<file path="src/rtl/latch_wr_pkg.sv">
// Shared types and constants for the latch-based register file write sequencer.
package latch_wr_pkg;

  typedef enum logic [1:0] {
    IDLE  = 2'd0,
    SETUP = 2'd1,
    OPEN  = 2'd2,
    HOLD  = 2'd3
  } state_t;

  localparam int CNT_W  = 4;
  localparam int GN_MAX = 64;

  // All gates high (latches opaque) for an array of nwords latches.
  function automatic logic [GN_MAX-1:0] gn_all_closed(input int nwords);
    logic [GN_MAX-1:0] v;
    v = '0;
    for (int i = 0; i < GN_MAX; i++) begin
      if (i < nwords) v[i] = 1'b1;
    end
    return v;
  endfunction

endpackage

</file>
<file path="src/rtl/latch_gn_decode.sv">
// Registered active-low one-hot gate decoder; flops reset to all-closed so
// every latch is opaque the moment reset asserts.
module latch_gn_decode
  import latch_wr_pkg::*;
#(
  parameter int NWORDS = 4,
  parameter int AW     = 2
) (
  input  logic              CK,
  input  logic              RN,
  input  logic              en_i,
  input  logic [AW-1:0]     addr_i,
  output logic [NWORDS-1:0] gn_o
);

  localparam logic [NWORDS-1:0] GN_ALL_CLOSED = NWORDS'(gn_all_closed(NWORDS));

  logic [NWORDS-1:0] gn_d;
  logic [NWORDS-1:0] gn_q;

  // Addresses beyond the last word match no bit, so they leave all gates high.
  always_comb begin
    gn_d = GN_ALL_CLOSED;
    for (int i = 0; i < NWORDS; i++) begin
      if (en_i && (32'(addr_i) == i)) gn_d[i] = 1'b0;
    end
  end

  always_ff @(posedge CK or negedge RN) begin
    if (!RN) gn_q <= GN_ALL_CLOSED;
    else     gn_q <= gn_d;
  end

  assign gn_o = gn_q;

endmodule

</file>
<file path="src/rtl/latch_wr_ctrl.sv">
// Write sequencer for a latch register file: SETUP -> OPEN -> HOLD per write.
// Define LATCH_WR_PARITY_EN to append an even-parity bit to lat_d.
module latch_wr_ctrl
  import latch_wr_pkg::*;
#(
  parameter int DW          = 8,
  parameter int NWORDS      = 4,
  parameter int OPEN_CYCLES = 1,
  localparam int AW         = $clog2(NWORDS),
`ifdef LATCH_WR_PARITY_EN
  localparam int LW         = DW + 1
`else
  localparam int LW         = DW
`endif
) (
  input  logic              CK,
  input  logic              RN,
  // Request handshake: a transfer happens on a rising CK edge where
  // req_valid && req_ready; the requester holds addr/data stable until then.
  input  logic              req_valid,
  output logic              req_ready,
  input  logic [AW-1:0]     req_addr,
  input  logic [DW-1:0]     req_data,
  output logic [LW-1:0]     lat_d,
  output logic [NWORDS-1:0] lat_gn,
  output logic              busy,
  output logic              wr_done,
  output logic              wr_err,
  output state_t            dbg_state
);

  state_t            state_q, state_d;
  logic [CNT_W-1:0]  cnt_q, cnt_d;
  logic [AW-1:0]     addr_q, addr_d;
  logic [LW-1:0]     lat_d_q, lat_d_d;
  logic              req_ready_q;
  logic              busy_q;
  logic              wr_done_q;
  logic              wr_err_q;
  logic              accept;
  logic              addr_ok;

  assign accept  = req_valid && req_ready_q;
  assign addr_ok = 32'(addr_q) < NWORDS;

  always_comb begin
    state_d = state_q;
    cnt_d   = cnt_q;
    addr_d  = addr_q;
    lat_d_d = lat_d_q;
    case (state_q)
      IDLE: begin
        if (accept) begin
          state_d = SETUP;
          addr_d  = req_addr;
`ifdef LATCH_WR_PARITY_EN
          lat_d_d = {^req_data, req_data};
`else
          lat_d_d = req_data;
`endif
        end
      end
      SETUP: begin
        state_d = OPEN;
        cnt_d   = CNT_W'(OPEN_CYCLES - 1);
      end
      OPEN: begin
        if (cnt_q == '0) state_d = HOLD;
        else             cnt_d   = cnt_q - CNT_W'(1);
      end
      HOLD: begin
        state_d = IDLE;
      end
      default: begin
        state_d = IDLE;
      end
    endcase
  end

  // Status outputs are registered from the next state so they line up with
  // the state they describe and never depend combinationally on inputs.
  always_ff @(posedge CK or negedge RN) begin
    if (!RN) begin
      state_q     <= IDLE;
      cnt_q       <= '0;
      addr_q      <= '0;
      lat_d_q     <= '0;
      req_ready_q <= 1'b1;
      busy_q      <= 1'b0;
      wr_done_q   <= 1'b0;
      wr_err_q    <= 1'b0;
    end else begin
      state_q     <= state_d;
      cnt_q       <= cnt_d;
      addr_q      <= addr_d;
      lat_d_q     <= lat_d_d;
      req_ready_q <= (state_d == IDLE);
      busy_q      <= (state_d != IDLE);
      wr_done_q   <= (state_d == HOLD) && addr_ok;
      wr_err_q    <= (state_d == HOLD) && !addr_ok;
    end
  end

  latch_gn_decode #(
    .NWORDS (NWORDS),
    .AW     (AW)
  ) u_gn_decode (
    .CK     (CK),
    .RN     (RN),
    .en_i   (state_d == OPEN),
    .addr_i (addr_q),
    .gn_o   (lat_gn)
  );

  assign req_ready = req_ready_q;
  assign busy      = busy_q;
  assign wr_done   = wr_done_q;
  assign wr_err    = wr_err_q;
  assign lat_d     = lat_d_q;
  assign dbg_state = state_q;

endmodule

</file>
<file path="config.mk">
export PLATFORM = sky130hd
export DESIGN_NAME = latch_wr_ctrl
export DESIGN_NICKNAME = d
export VERILOG_FILES = /design/src/rtl/latch_wr_pkg.sv /design/src/rtl/latch_gn_decode.sv /design/src/rtl/latch_wr_ctrl.sv
export SDC_FILE = /design/constraint.sdc
export NUM_CORES = 1
export LEC_CHECK = 0
export CELL_PAD_IN_SITES_DETAIL_PLACEMENT = 0
export CELL_PAD_IN_SITES_GLOBAL_PLACEMENT = 2
export CORE_ASPECT_RATIO = 0.75
export CORE_MARGIN = 2
export CORE_UTILIZATION = 29
export CTS_CLUSTER_SIZE = 24
export DETAILED_ROUTE_END_ITERATION = 7
export GPL_TIMING_DRIVEN = 0
export PLACE_DENSITY_LB_ADDON = 0.1
export SETUP_SLACK_MARGIN = 0.2
export SYNTH_ARGS = -nofsm -noshare
export SYNTH_HDL_FRONTEND = slang
export SYNTH_HIERARCHICAL = 1
export SYNTH_SLANG_ARGS = --single-unit
</file>
<file path="constraint.sdc">
create_clock -name CK -period 2.1 [get_ports CK]
set_input_delay 0.42 -clock CK [delete_from_list [all_inputs] [get_ports CK]]
set_output_delay 0.42 -clock CK [all_outputs]
set_load 0.1 [all_outputs]
</file>
==> implementation parameters, run 1 <==
Parameter                              Value

Run status
  Status    completed

Drt
  Vias per std cell    4.385
  Total wirelength of the detailed-routed design    1856 um
  Iter 0 DRT Violations    63
  Final antenna-violating net count    0
  WL/cell    12.54 um
  Total via count after detailed routing    649
  Total DRC errors in the routed layout    0
  Number of detailed-route iterations in the first pass    4

Synth
  Gate Count Post-Synth    75
  Distinct cells, synth    26
  Mean area per synthesized cell    13.08 um^2
  Dominant synthesized flop cell    sky130_fd_sc_hd__dfrtp_1
  Yosys warns    6
  Post-synthesis register bit count    23
  Sequential area share after synthesis    0.5931
  Share of flip-flops with an asynchronous set or reset after synthesis    1.000
  Post-Synthesis Cell Area    980.9 um^2
  Number of enable-type register cells in the synthesized netlist    0
  Post-Synthesis Net Count    94

Timing
  Fin Setup TNS    0 ns
  Worst setup skew after layout    0.006160 ns
  Final worst path period need    1.836 ns
  Slew @ Worst Pin    1.001 ns
  Count of final setup violators    0
  Share of the clock period used by the worst path    0.8744
  FMAX    544.6 MHz
  RSZ-0062 raised after global routing    true
  Post-route worst setup slack    0.2638 ns
  Slew Limit Headroom    0.3303
  Final hold viol count    0
  Final slew viol count    0

Floorplanning
  Overall die area    3869 um^2
  Top-Level Pins    31
  Die Wd    71.16 um
  Height of the chip    54.37 um
  Standard-cell row count    18
  Core footprint    3266 um^2
  Initial standard-cell utilization of the core    0.3004

Clock tree
  Clock-pin slew of the registers on the worst-case setup and hold paths    0.08 ns
  Setup repair bufs after CTS    0
  Count of clock tree sinks    23
  TritonCTS clock tree    built
  TritonCTS Buffers    3
  Clock tree root buffer cell    sky130_fd_sc_hd__clkbuf_8
  Maximum count of clock buffers along a single path    2
  Skew-Pair Late Insertion Delay    0.26 ns
  H-tree levels    1

Global routing
  Via count of the first global-routing pass    630
  Global-route wire length before repair    3125 um
  Antenna violations before repair    0
  Total global routing overflow    0
  Total routing resource utilization after global routing    0.1120
  Maximum number of pins on one net before global-route repair    24

Worst setup path
  Worst path top cell family by delay    buffers and inverters
  Slowest cell on the critical path    sky130_fd_sc_hd__clkdlybuf4s15_1
  Worst path cell trace    clkdlybuf4s15_1
  CP startpoint kind    flop
  Worst EP arrival    1.42 ns
  Delay of the slowest cell on the worst path    0.82 ns
  Critical Path Sink Type    output port
  Register-to-register path setup slack    0.29 ns
  Beginning of the worst register-to-register path    cnt_q[0]
  Buffering stage count on the worst path with inverters included    1
  Setup Crit Path Kind    reg2out
  Beginning of the critical path    busy
  Depth of the most critical reg-to-reg path    6
  Crit path max fanout    1
  Data required time of the worst path    1.68 ns
  Endpoint of the most critical register-to-register path    u_gn_decode/gn_o[0]

Min path
  Worst hold path startpoint    addr_q[1]
  Worst hold path cell count    1
  Tightest Hold Check Type    reg2reg
  Hold EP    u_gn_decode/gn_o[2]

Finish
  N_diodes    0
  Most common cell after layout, fill and taps aside    sky130_fd_sc_hd__dfrtp_1
  Layout overhead on the synthesized area    36.99%
  Commonest cells after routing, fill and taps aside    sky130_fd_sc_hd__dfrtp_1, sky130_fd_sc_hd__clkdlybuf4s50_1, sky130_fd_sc_hd__mux2_2, sky130_fd_sc_hd__clkbuf_2
  Fraction of layout instances using a drive strength above 1    0.3981
  Nets    128
  Count of fill cells added during filler insertion    308

Placed design
  Final estimated routing congestion in global placement    0.7398
  Number of buffers inserted by port buffering    29
  HPWL after DPL    1342 um
  Pre-CTS setup slack    0.02433 ns

Job
  Maximum capacitance violations    0
per-stage QoR:
stage          std cells  hold slack [ns]  instance area [um^2]  utilization
3_3_place_gp         144           0.4703                  1326       0.4061
4_1_cts              148           0.4841                  1369       0.4192
2_1_floorplan         75           0.1244                 985.9            -
3_5_place_dp         144           0.4718                  1326       0.4061
6_report             148           0.4806                  1344       0.4115
5_1_grt              148           0.5214                  1344       0.4115
worst max path at each step:
stage                     endpoint  cells past startpoint
3_3_place_gp             req_ready                      1
5_1_grt        u_gn_decode/gn_o[0]                      7
3_5_place_dp             req_ready                      1
4_1_cts                   lat_d[5]                      1
6_report                      busy                      1
2_1_floorplan  u_gn_decode/gn_o[0]                      6
kinds of logic after synthesis:
family / count (synthesis) / synth area share
muxes: 11 / 0.1250
buffers and inverters: 6 / 0.02678
AOI/OAI and AO/OA: 6 / 0.04592
DFF: 23 / 0.5931
adders and majority gates: 6 / 0.07653
and+or+nand+nor: 22 / 0.1288
other: 1 / 0.003823
final cells by class:
class	count	area (um^2)	area share
plain buffers	2	11.26	0.008380
clock buffers	3	41.29	0.03073
clock inverters	1	5.005	0.003724
inverters	4	15.01	0.01117
multi-input cells	46	386.6	0.2877
flip-flops and latches	23	586.8	0.4367
well taps	40	50.05	0.03724
repair buffers	29	247.7	0.1844
repair_timing:
action                                  CTS  global route
endpoints found under the setup margin   17            15
hold buffers                              0             0
gates resized for setup                  31            21
pin swaps                                 0             0
flip-flops by register name, indices dropped and copies added, names as in the netlist:
register          count
addr_q                2
busy                  1
cnt_q                 4
dbg_state             2
lat_d                 8
req_ready             1
u_gn_decode/gn_o      4
wr_done               1
worst reg2reg max path, stage by stage (launching register included):
cell                       delay [ns]
sky130_fd_sc_hd__dfrtp_1         0.41
sky130_fd_sc_hd__inv_1           0.09
sky130_fd_sc_hd__ha_1            0.17
sky130_fd_sc_hd__or3b_4          0.42
sky130_fd_sc_hd__a221oi_4        0.36
sky130_fd_sc_hd__nor2b_2         0.12
sky130_fd_sc_hd__or3b_1          0.18
routing by layer:
metal / part of all wire / global-route usage / routed length, um / vias to the layer above
li1: - / - / - / 320
met1: 0.52 / 0.1554 / 964 / 304
met2: 0.40 / 0.1528 / 741 / 23
met3: 0.070 / 0.05157 / 130 / 2
met4: 0.010 / 0.03774 / 19 / 0
met5: 0 / 0 / 0 / -
cells in the mapped netlist, types with 2 or more instances:
| cell type | count | area (um^2) |
|---|---|---|
| sky130_fd_sc_hd__dfrtp_1 | 18 | 450.4 |
| sky130_fd_sc_hd__nor2_1 | 5 | 18.77 |
| sky130_fd_sc_hd__nand3_1 | 2 | 10.01 |
| sky130_fd_sc_hd__nand3b_1 | 2 | 15.01 |
| sky130_fd_sc_hd__nor2b_1 | 2 | 12.51 |
| sky130_fd_sc_hd__mux2_2 | 10 | 112.6 |
| sky130_fd_sc_hd__nand4b_1 | 2 | 17.52 |
| sky130_fd_sc_hd__inv_1 | 4 | 15.01 |
| sky130_fd_sc_hd__dfstp_2 | 5 | 131.4 |
| sky130_fd_sc_hd__ha_1 | 6 | 75.07 |
| sky130_fd_sc_hd__nand2_1 | 4 | 15.01 |
Power of run 1 is left out: the tool's default activity adds up to more than one toggle a clock period on the data nets, which glitch-free logic cannot reach.
==> inputs of run 2 (changes only) <==
MAX_ROUTING_LAYER = met4   (was default)
==> run 2 against run 1 <==
Effect of this change: clock skew grew 0.00099 ns; worst hold slack hardly changed; first-iteration DRC count fell by 1.6%; sequential share of layout area did not move; largest cell class unchanged; highest routed layer unchanged.
==> implementation parameters, run 2 (same netlist as run 1, synthesis figures left out) <==
Parameter                              Value

Finish
  Fraction of layout instances using a drive strength above 1    0.3981
  Commonest cells after routing, fill and taps aside    sky130_fd_sc_hd__dfrtp_1, sky130_fd_sc_hd__clkdlybuf4s50_1, sky130_fd_sc_hd__mux2_2, sky130_fd_sc_hd__clkbuf_2
  Multi-input gate area    386.6 um^2
  Nets    128
  Layout overhead on the synthesized area    36.99%
  Max FFs per register    8
  Count of fill cells added during filler insertion    308
  N_diodes    0
  FF/Latch Area    586.8 um^2
  Most common cell after layout, fill and taps aside    sky130_fd_sc_hd__dfrtp_1

Timing
  Worst setup skew after layout    0.007147 ns
  Final hold viol count    0
  Share of the clock period used by the worst path    0.8732
  Count of final setup violators    0
  Fin Setup TNS    0 ns
  Final worst path period need    1.834 ns
  Slew @ Worst Pin    0.9977 ns
  Slew Limit Headroom    0.3328
  FMAX    545.4 MHz
  RSZ-0062 raised after global routing    true
  Final slew viol count    0

Worst setup path
  Depth of the most critical reg-to-reg path    6
  Worst path top cell family by delay    buffers and inverters
  Register-to-register path setup slack    0.31 ns
  Data required time of the worst path    1.68 ns
  Setup Crit Path Kind    reg2out
  CP startpoint kind    flop
  Endpoint of the most critical register-to-register path    u_gn_decode/gn_o[0]
  Worst path cell trace    clkdlybuf4s15_1
  Buffering stage count on the worst path with inverters included    1
  Delay of the slowest cell on the worst path    0.82 ns
  Slowest cell on the critical path    sky130_fd_sc_hd__clkdlybuf4s15_1
  Critical Path Sink Type    output port
  Worst EP arrival    1.41 ns
  Crit path max fanout    1
  Beginning of the worst register-to-register path    cnt_q[0]

Drt
  Total DRC errors in the routed layout    0
  Iter 0 DRT Violations    62
  Vias per std cell    4.432
  Total via count after detailed routing    656
  Number of detailed-route iterations in the first pass    4
  WL/cell    12.48 um
  Total wirelength of the detailed-routed design    1847 um
  Final antenna-violating net count    0

Clock tree
  H-tree levels    1
  Clock-pin slew of the registers on the worst-case setup and hold paths    0.08 ns
  Maximum count of clock buffers along a single path    2
  Skew-Pair Late Insertion Delay    0.26 ns
  TritonCTS clock tree    built
  Number of buffers inserted by hold repair at cts    0
  Setup repair bufs after CTS    0
  Clock tree root buffer cell    sky130_fd_sc_hd__clkbuf_8
  Count of clock tree sinks    23
  TritonCTS Buffers    3

Floorplanning
  Overall die area    3869 um^2
  Initial standard-cell utilization of the core    0.3004
  Die Wd    71.16 um
  Core footprint    3266 um^2
  Top-Level Pins    31
  Standard-cell row count    18
  Height of the chip    54.37 um

Job
  Maximum capacitance violations    0

Global routing
  Total global routing overflow    0
  Global-route wire length before repair    3118 um
  Via count of the first global-routing pass    631
  Antenna violations before repair    0
  Total routing resource utilization after global routing    0.1149
  Maximum number of pins on one net before global-route repair    24

Min path
  Tightest Hold Check Type    reg2reg
  Worst hold path cell count    1
  Hold EP    u_gn_decode/gn_o[2]
  Worst hold path startpoint    addr_q[1]

Placed design
  HPWL after DPL    1342 um
  Number of buffers inserted by port buffering    29
  Final estimated routing congestion in global placement    0.7490

Run status
  Status    completed
==> run 2: cell counts in the layout (fill, tap and decap cells not counted) <==
No cell type changed its count.
==> run 2: timing repair <==
| item | 4_1_cts | 5_1_grt |
|---|---|---|
| resized for setup | 31 | 21 |
| pin swaps | 0 | 0 |
| setup endpoints to repair | 17 | 15 |
==> run 2: worst max-delay path by stage <==
stage            startpoint                   to  slack [ns]  depth (start not counted)
4_1_cts            lat_d[5]             lat_d[5]        0.20                          1
5_1_grt        dbg_state[0]  u_gn_decode/gn_o[0]        0.19                          7
3_3_place_gp      req_ready            req_ready       0.009                          1
2_1_floorplan  dbg_state[1]  u_gn_decode/gn_o[0]        0.20                          6
6_report               busy                 busy        0.27                          1
3_5_place_dp      req_ready            req_ready        0.02                          1
==> run 2: final cells by class <==
type	count	share of cell area
timing repair buffer	29	0.1844
tap	40	0.03724
sequential	23	0.4367
clock inverter	1	0.003724
buffer	2	0.008380
clock buffer	3	0.03073
multi-input combinational	46	0.2877
inverter	4	0.01117
==> run 2: metrics by stage <==
step	hold slack (ns)	utilization	area, um^2	cells	setup slack (ns)
2_1_floorplan	0.1244	-	985.9	75	0.2005
3_3_place_gp	0.4703	0.4061	1326	144	0.009311
3_5_place_dp	0.4718	0.4061	1326	144	0.02433
4_1_cts	0.4841	0.4192	1369	148	0.2006
5_1_grt	0.5214	0.4115	1344	148	0.1893
6_report	0.4806	0.4115	1344	148	0.2664
==> run 2: metal layers <==
layer  up-vias  track usage  share of wire
li1        320            -              -
met3         2      0.04604          0.068
met4         0      0.03774          0.010
met2        27       0.1543           0.40
met5         -            -              0
met1       307       0.1566           0.52
Power of run 2 is left out for the same reason.
==> inputs of run 3 (changes only) <==
CORE_MARGIN = 4   (was 2)
==> run 3 against run 2 <==
Effect of this change: register-to-register slack hardly changed; cell count down 1.4%; worst hold slack improved by 0.0036 ns; design area up 1.5%; flip-flop and latch count unchanged; die area is 13% higher.
==> implementation parameters, run 3 (same netlist as run 1, synthesis figures left out) <==
Parameter                              Value

Floorplanning
  Overall die area    4387 um^2
  Core footprint    3084 um^2
  Die Wd    75.16 um
  Top-Level Pins    31
  Initial standard-cell utilization of the core    0.3181
  Standard-cell row count    17
  Height of the chip    58.37 um

Clock tree
  Skew-Pair Late Insertion Delay    0.26 ns
  Maximum count of clock buffers along a single path    2
  TritonCTS clock tree    built
  Clock-pin slew of the registers on the worst-case setup and hold paths    0.08 ns
  Number of buffers inserted by hold repair at cts    0
  Count of clock tree sinks    23
  H-tree levels    1
  Clock tree root buffer cell    sky130_fd_sc_hd__clkbuf_8
  TritonCTS Buffers    3

Worst setup path
  Delay of the slowest cell on the worst path    0.85 ns
  CP startpoint kind    flop
  Setup Crit Path Kind    reg2out
  Critical Path Sink Type    output port
  Worst path cell trace    dlygate4sd2_1
  Data required time of the worst path    1.68 ns
  Buffering stage count on the worst path with inverters included    1
  Slowest cell on the critical path    sky130_fd_sc_hd__dlygate4sd2_1
  Worst path top cell family by delay    buffers and inverters
  Crit path max fanout    1
  Worst EP arrival    1.43 ns

Drt
  WL/cell    12.90 um
  Vias per std cell    4.308
  Total wirelength of the detailed-routed design    1884 um
  Total DRC errors in the routed layout    0
  Final antenna-violating net count    0
  Number of detailed-route iterations in the first pass    3
  Total via count after detailed routing    629
  Iter 0 DRT Violations    33

Global routing
  Antenna violations before repair    0
  Via count of the first global-routing pass    604
  Total global routing overflow    0
  Maximum number of pins on one net before global-route repair    24
  Global-route wire length before repair    3049 um
  Total routing resource utilization after global routing    0.09674

Finish
  Count of fill cells added during filler insertion    297
  Max FFs per register    8
  Layout overhead on the synthesized area    39.03%
  Fraction of layout instances using a drive strength above 1    0.3426
  Commonest cells after routing, fill and taps aside    sky130_fd_sc_hd__dfrtp_1, sky130_fd_sc_hd__clkdlybuf4s50_1, sky130_fd_sc_hd__mux2_2, sky130_fd_sc_hd__ha_1, sky130_fd_sc_hd__clkdlybuf4s15_2
  Most common cell after layout, fill and taps aside    sky130_fd_sc_hd__dfrtp_1
  N_diodes    0
  Nets    128

Placed design
  HPWL after DPL    1422 um
  Final estimated routing congestion in global placement    0.6618
  Number of buffers inserted by port buffering    29

Timing
  FMAX    540.7 MHz
  Final hold slack    0.4842 ns
  Slew Limit Headroom    0.3189
  Final hold viol count    0
  Count of final setup violators    0
  RSZ-0062 raised after global routing    true
  Share of the clock period used by the worst path    0.8807
  Fin Setup TNS    0 ns
  Slew @ Worst Pin    1.018 ns
  Final slew viol count    0
  Worst setup skew after layout    0.002547 ns
  Final worst path period need    1.850 ns

Run status
  Status    completed

Job
  Maximum capacitance violations    0

Min path
  Tightest Hold Check Type    reg2reg
-- run 3: metrics by stage --
stage | setup slack, ns | util | std cells | area, um^2
global route | 0.1865 | 0.4422 | 146 | 1364
detailed placement | 0.01247 | 0.4292 | 142 | 1324
floorplan | 0.2005 | - | 75 | 985.9
finish | 0.2505 | 0.4422 | 146 | 1364
global placement | 0.01173 | 0.4292 | 142 | 1324
CTS | 0.2006 | 0.4458 | 146 | 1375
-- run 3: final cells by class --
type                    instances  area, um^2  share of cell area
flip-flops and latches         23       586.8              0.4303
multi-input cells              46       386.6              0.2835
repair buffers                 29       271.5              0.1991
well taps                      38       47.55             0.03486
clock buffers                   4       45.04             0.03303
inverters                       4       15.01             0.01101
plain buffers                   2       11.26            0.008257
-- run 3: worst paths after layout --
kind	start	to	slack (ns)	cells past startpoint
max in group asynchronous	RN	dbg_state[0]	0.65	1
worst min register to register	addr_q[1]	u_gn_decode/gn_o[2]	0.48	1
worst max-delay path	busy	busy	0.25	1
worst min-delay path	addr_q[1]	u_gn_decode/gn_o[2]	0.48	1
min in group asynchronous	RN	cnt_q[2]	0.72	1
worst max register to register	dbg_state[0]	u_gn_decode/gn_o[0]	0.31	7
-- run 3: layer usage --
layer	GRT usage	part of all wire	wire, um	vias to the layer above
li1	-	-	-	320
met1	0.1389	0.51	966	288
met2	0.1216	0.39	743	19
met3	0.04096	0.083	157	2
met4	0.02993	0.0090	17	0
met5	-	0	0	-
-- run 3: timing repair --
action | 4_1_cts | 5_1_grt
setup endpoints to repair | 18 | 11
resized for setup | 31 | 15
buffers inserted | 0 | 0
Power of run 3 is left out for the same reason.
